<file path="src/rtl/dfa_pkg.sv">
// Shared elaboration-time helpers for the serial pattern DFA: state width and
// KMP border / transition functions evaluated over a constant pattern.
package dfa_pkg;

    localparam int unsigned MAX_PATTERN_W = 16;

    function automatic int unsigned dfa_state_w(input int unsigned width);
        return $clog2(width);
    endfunction

    // Longest proper border of the first k pattern bits (pattern MSB-first in width bits).
    function automatic int dfa_fail(input logic [15:0] pattern, input int width, input int k);
        int  len;
        logic ok;
        len = 0;
        for (int j = MAX_PATTERN_W - 1; j >= 1; j--) begin
            if (len == 0 && j < k) begin
                ok = 1'b1;
                for (int i = 0; i < MAX_PATTERN_W; i++) begin
                    if (i < j && pattern[4'(width - 1 - (k - j + i))] != pattern[4'(width - 1 - i)])
                        ok = 1'b0;
                end
                if (ok) len = j;
            end
        end
        return len;
    endfunction

    // Length of the longest pattern prefix that is a suffix of (prefix_k, b).
    function automatic int dfa_next(input logic [15:0] pattern, input int width, input int k,
                                    input logic b);
        int   len;
        int   t;
        logic ok;
        logic sb;
        len = 0;
        for (int j = MAX_PATTERN_W; j >= 1; j--) begin
            if (len == 0 && j <= k + 1) begin
                ok = 1'b1;
                for (int i = 0; i < MAX_PATTERN_W; i++) begin
                    if (i < j) begin
                        t  = k + 1 - j + i;
                        sb = (t == k) ? b : pattern[4'(width - 1 - t)];
                        if (sb != pattern[4'(width - 1 - i)]) ok = 1'b0;
                    end
                end
                if (ok) len = j;
            end
        end
        return len;
    endfunction

endpackage

</file>
<file path="src/rtl/seq_dfa_next.sv">
// Combinational DFA transition: (matched prefix length, bit) -> next prefix
// length and full-match flag, from tables built at elaboration.
module seq_dfa_next
    import dfa_pkg::*;
#(
    parameter int unsigned            PATTERN_W = 4,
    parameter logic [PATTERN_W-1:0]   PATTERN   = 4'b1011,
    localparam int unsigned           STATE_W   = dfa_state_w(PATTERN_W),
    localparam int unsigned           LEN_W     = STATE_W + 1
) (
    input  logic [STATE_W-1:0] state,
    input  logic               in_bit,
    output logic [LEN_W-1:0]   next_len,
    output logic               full
);

    localparam int unsigned ROWS = 1 << STATE_W;

    logic [LEN_W-1:0] table_0 [ROWS];
    logic [LEN_W-1:0] table_1 [ROWS];

    // Rows at or above PATTERN_W are unreachable encodings and fall back to 0.
    for (genvar k = 0; k < ROWS; k++) begin : g_row
        if (k < PATTERN_W) begin : g_live
            assign table_0[k] = LEN_W'(dfa_next(16'(PATTERN), int'(PATTERN_W), k, 1'b0));
            assign table_1[k] = LEN_W'(dfa_next(16'(PATTERN), int'(PATTERN_W), k, 1'b1));
        end else begin : g_dead
            assign table_0[k] = '0;
            assign table_1[k] = '0;
        end
    end

    assign next_len = in_bit ? table_1[state] : table_0[state];
    assign full     = (next_len == LEN_W'(PATTERN_W));

endmodule

</file>
<file path="src/rtl/seq_dfa_detector.sv">
// Serial pattern detector: KMP-style DFA over valid beats with a registered
// match pulse and a saturating, clearable match counter.
module seq_dfa_detector
    import dfa_pkg::*;
#(
    parameter int unsigned            PATTERN_W = 4,
    parameter logic [PATTERN_W-1:0]   PATTERN   = 4'b1011,
    parameter bit                     OVERLAP   = 1'b1,
    parameter int unsigned            COUNT_W   = 8,
    localparam int unsigned           STATE_W   = dfa_state_w(PATTERN_W)
) (
    input  logic               clk,
    input  logic               rst,
    input  logic               in_valid,
    input  logic               in_bit,
    input  logic               count_clr,
    output logic               match,
    output logic [COUNT_W-1:0] match_count,
    output logic [STATE_W-1:0] state
);

    localparam int unsigned LEN_W = STATE_W + 1;

    // Where the DFA resumes after a full match.
    localparam logic [STATE_W-1:0] RESTART =
        OVERLAP ? STATE_W'(dfa_fail(16'(PATTERN), int'(PATTERN_W), int'(PATTERN_W))) : '0;
    localparam logic [COUNT_W-1:0] COUNT_MAX = '1;

    logic [LEN_W-1:0] next_len;
    logic             full;

    seq_dfa_next #(
        .PATTERN_W (PATTERN_W),
        .PATTERN   (PATTERN)
    ) u_next (
        .state    (state),
        .in_bit   (in_bit),
        .next_len (next_len),
        .full     (full)
    );

    always_ff @(posedge clk) begin
        if (rst) begin
            state       <= '0;
            match       <= 1'b0;
            match_count <= '0;
        end else begin
            match <= in_valid & full;
            if (in_valid) state <= full ? RESTART : STATE_W'(next_len);
            // Clear wins over a coincident increment; the pulse above is unaffected.
            if (count_clr)
                match_count <= '0;
            else if (in_valid && full && match_count != COUNT_MAX)
                match_count <= match_count + COUNT_W'(1);
        end
    end

endmodule

</file>
<file path="config.mk">
export PLATFORM = sky130hd
export DESIGN_NAME = seq_dfa_detector
export DESIGN_NICKNAME = d
export VERILOG_FILES = /design/src/rtl/dfa_pkg.sv /design/src/rtl/seq_dfa_next.sv /design/src/rtl/seq_dfa_detector.sv
export SDC_FILE = /design/constraint.sdc
export NUM_CORES = 1
export LEC_CHECK = 0
export CELL_PAD_IN_SITES_DETAIL_PLACEMENT = 1
export CELL_PAD_IN_SITES_GLOBAL_PLACEMENT = 1
export CORE_MARGIN = 3
export CORE_UTILIZATION = 36
export DETAILED_ROUTE_END_ITERATION = 8
export HOLD_SLACK_MARGIN = 0.12
export PLACE_DENSITY = 0.81
export SETUP_SLACK_MARGIN = 0.3
export SLEW_MARGIN = 20
export SYNTH_ARGS = -nofsm -noshare
export SYNTH_HDL_FRONTEND = slang
export SYNTH_HIERARCHICAL = 1
export SYNTH_SLANG_ARGS = --single-unit
</file>
<file path="constraint.sdc">
create_clock -name clk -period 3.6 [get_ports clk]
set_clock_uncertainty 0.15 [all_clocks]
set_input_delay 0.72 -clock clk [delete_from_list [all_inputs] [get_ports clk]]
set_output_delay 0.72 -clock clk [all_outputs]
set_load 0.02 [all_outputs]
</file>
### After elaboration in Yosys (flattened, before gate mapping)

Index checks and enable logic that the tools add are counted.

* flip-flop bits (word level): 11
* input bits: 5
* output and inout port bits: 11

* add/subtract/negate cells: 1
* order comparisons: 1
* equality and inequality tests: 2
* multiplexer cells: 8
* bitwise operators: 2
* reduce and logical (&&, ||, !) cells: 3

Operators with widths (number)
* two-way mux 3 bit: 5
* binary-select mux 3 bit (select 2 bit): 2
* adder 8 x 1 -> 8 bit, second input constant: 1
* inequality test 8 bit, second input constant: 1
* equality test 3 bit, second input constant: 1
* greater-or-equal comparator 3 bit, second input constant: 1
* NOT 2 -> 3 bit: 1
* logical AND 1 bit: 2
* two-way mux 2 bit: 1
* OR reduction 2 bit: 1
* bitwise AND 1 bit: 1

### Depth between registers and ports, before layout

* word-level depth: 8
* mapped depth: 4

### Cells and area by module

The synthesis kept the hierarchy.

By module, submodules not included
* seq_dfa_detector: times used 1, cells an instance 59, area each 545.5 sq um, sequential area each 220.2 sq um
* seq_dfa_next: times used 1, cells an instance 5, area each 37.5 sq um, sequential area each 0.0 sq um

### Worst setup path after synthesis

OpenSTA, ideal clock, no wires.

* kind: input -> register
* from: input port in_bit
* to: register match_count[5]
* setup time: 0.091 ns
* arrival time: 1.484 ns
* required time: 3.359 ns
* slack: 1.875 ns
* stages on the path: 4
* buffers on the path: 0
* path through: and3_1 > and4_2 > a21oi_1 > a311oi_1

* word-level cells in the longest chain between the ends: 4

RTL lines
* start, declared: RTL line seq_dfa_detector.sv:15 `input logic in_bit,`
* two-way mux 3 bit: RTL line seq_dfa_next.sv:33 `assign next_len = in_bit ? table_1[state] : table_0[state];`
* equality test 3 bit: RTL line seq_dfa_next.sv:34 `assign full = (next_len == LEN_W'(PATTERN_W));`
* logical AND 1 bit (2 in a row): RTL line seq_dfa_detector.sv:53 `else if (in_valid && full && match_count != COUNT_MAX)`
* end signal, assigned: RTL line seq_dfa_detector.sv:54 `match_count <= match_count + COUNT_W'(1);`
* end, declared: RTL line seq_dfa_detector.sv:18 `output logic [COUNT_W-1:0] match_count,`

Every way passes these cells.
A chain may end at the register's enable or synchronous reset.

### Final worst setup path

* from: register state[0]
* to: output port state[0]

RTL lines
* start, declared: RTL line seq_dfa_detector.sv:19 `output logic [STATE_W-1:0] state`
* start signal, assigned: RTL line seq_dfa_detector.sv:49 `if (in_valid) state <= full ? RESTART : STATE_W'(next_len);`

No word-level cell between the ends.

==> qor.csv <==
metric,value,unit
slew_viol_final,0,
grt_pass1_wl,2470,um
path_cells,clkdlybuf4s50_1,
path_class,reg -> out,
syn_to_final_growth,31.2,%
synthCells,63,
p_leak,0.000261,uW
fin_crit,2.24,ns
fp.coreArea,1400,um2
tritoncts,done,
dieArea,2120,um2
cts_buffers,3,
clkSinkCount,11,
fmax,446,MHz
swShare,23.6,%
avgViaCountPerCell,5.69,
cts_setup_buffers,0,
tns,0,ns
syn_avg_cell_area,9.16,um2
syn_area,577,um2
syn_nets,69,
n_antenna_cell,0,
hold_buffers,0,
overflow,0,
crit_arrival,1.37,ns
clock_power_share,37.8,%
ioPinCount,16,
start_util,41.2,%
drtPass1Iterations,4,
ir_worst_vdd,0.000134,V
rows,13,
rsz0062_at_grt,false,
hpwl,1090,um
wire_per_inst,15.0,um
p_int,175,uW
hold_violations,0,
finalCritPeriodShare,62.3,%
first_global_vias,534,
antenna_found_initial,0,
cts-root-buf,clkbuf_4,
seq_power_share,54.6,%
htreeDepth,1,
max_stage_delay,0.65,ns
cap_viol_max_count,0,
die_h,46.0,um
comb_power_share,7.7,%
outcome,completed,
fp.dieW,46.0,um
routed_wl,1420,um
total_power,228,uW
path_delay_family,buffers and inverters,
slew_headroom,75.9,%
drc_errors,0,
vias,541,
critPathCaptureType,primary output,
fin_nets,87,
setup_violations,0,
clkTransAtPathRegs,0.08,ns
critPathBufInv,1,
cts.path.max_buffers,2,
drive_above_1_share,17.5,%
io_buffers,15,
ant_nets,0,
cp.required,2.73,ns
start_kind,register,
gp_congestion,0.722,
power_switching,53.9,uW
worstPathMaxFanout,5,
slowest_stage,clkdlybuf4s50_1,
clock_latency,0.27,ns
powerDensity,302,nW/um2
min_path_type,reg -> reg,
grt.total_usage,16.2,%
drt-initial-drc-count,6,
grt_start_max_net_pins,10,
ctsResizeCount,0,
worst_pin_slew,0.360,ns
ys_warn_count,6,
-- registers in the layout (all words and copies together) (netlist names) --
register	count
match_count	8
state	2
match	1
-- layout by cell type, fill, tap and decap left out, types with 2 or more instances in the layout --
master,count
and4_1,2
a21oi_2,3
a31oi_1,2
nor2_1,5
dfxtp_1,11
a211oi_1,2
mux2i_1,4
and3_2,3
a21oi_1,2
clkdlybuf4s50_1,15
nand2_1,8
nor2b_1,2
clkbuf_4,3
-- metal layers --
metal  up-vias  global-route usage (%)  routed length, um
li1        271                       -                  -
met1       259                    22.5                689
met2         9                    23.1                665
met3         2                    3.56                 54
met4         0                    7.95                 12
met5         -                       0                  0
-- per-stage QoR --
step,hold WS [ns],instance area (um2),setup WS [ns],std cells,util [%]
2_1_floorplan,0.414,577,1.87,63,-
3_3_place_gp,0.347,731,1.30,91,52.2
3_5_place_dp,0.363,731,1.23,91,52.2
4_1_cts,0.377,757,1.35,95,54.1
5_1_grt,0.416,757,1.30,95,54.1
6_report,0.375,757,1.36,95,54.1
-- power by group through the flow --
stage / Combinational (uW) / Sequential (uW) / Clock, uW
detailed placement: 17.5 / 128 / 0
CTS: 17.6 / 125 / 89.8
finish: 17.5 / 125 / 86.2
global placement: 17.2 / 127 / 0
global route: 19.0 / 125 / 98.0
floorplan: 7.44 / 128 / 0
-- path summary, 6_finish.rpt --
check                                    start              to  slack, ns  cells past startpoint
worst min-delay path            match_count[2]  match_count[2]       0.37                      2
worst max register to register        state[0]  match_count[5]       1.96                      4
worst max-delay path                  state[0]        state[0]       1.36                      1
worst min register to register  match_count[2]  match_count[2]       0.37                      2
-- cell type report --
class                           count  area, um2
Timing Repair Buffer               15        150
Fill cell                         168        642
Inverter                            1       3.75
Clock buffer                        4       26.3
Tap cell                           15       18.8
Sequential cell                    11        220
Multi-Input combinational cell     49        338
Power figures use the tool's default switching activity.
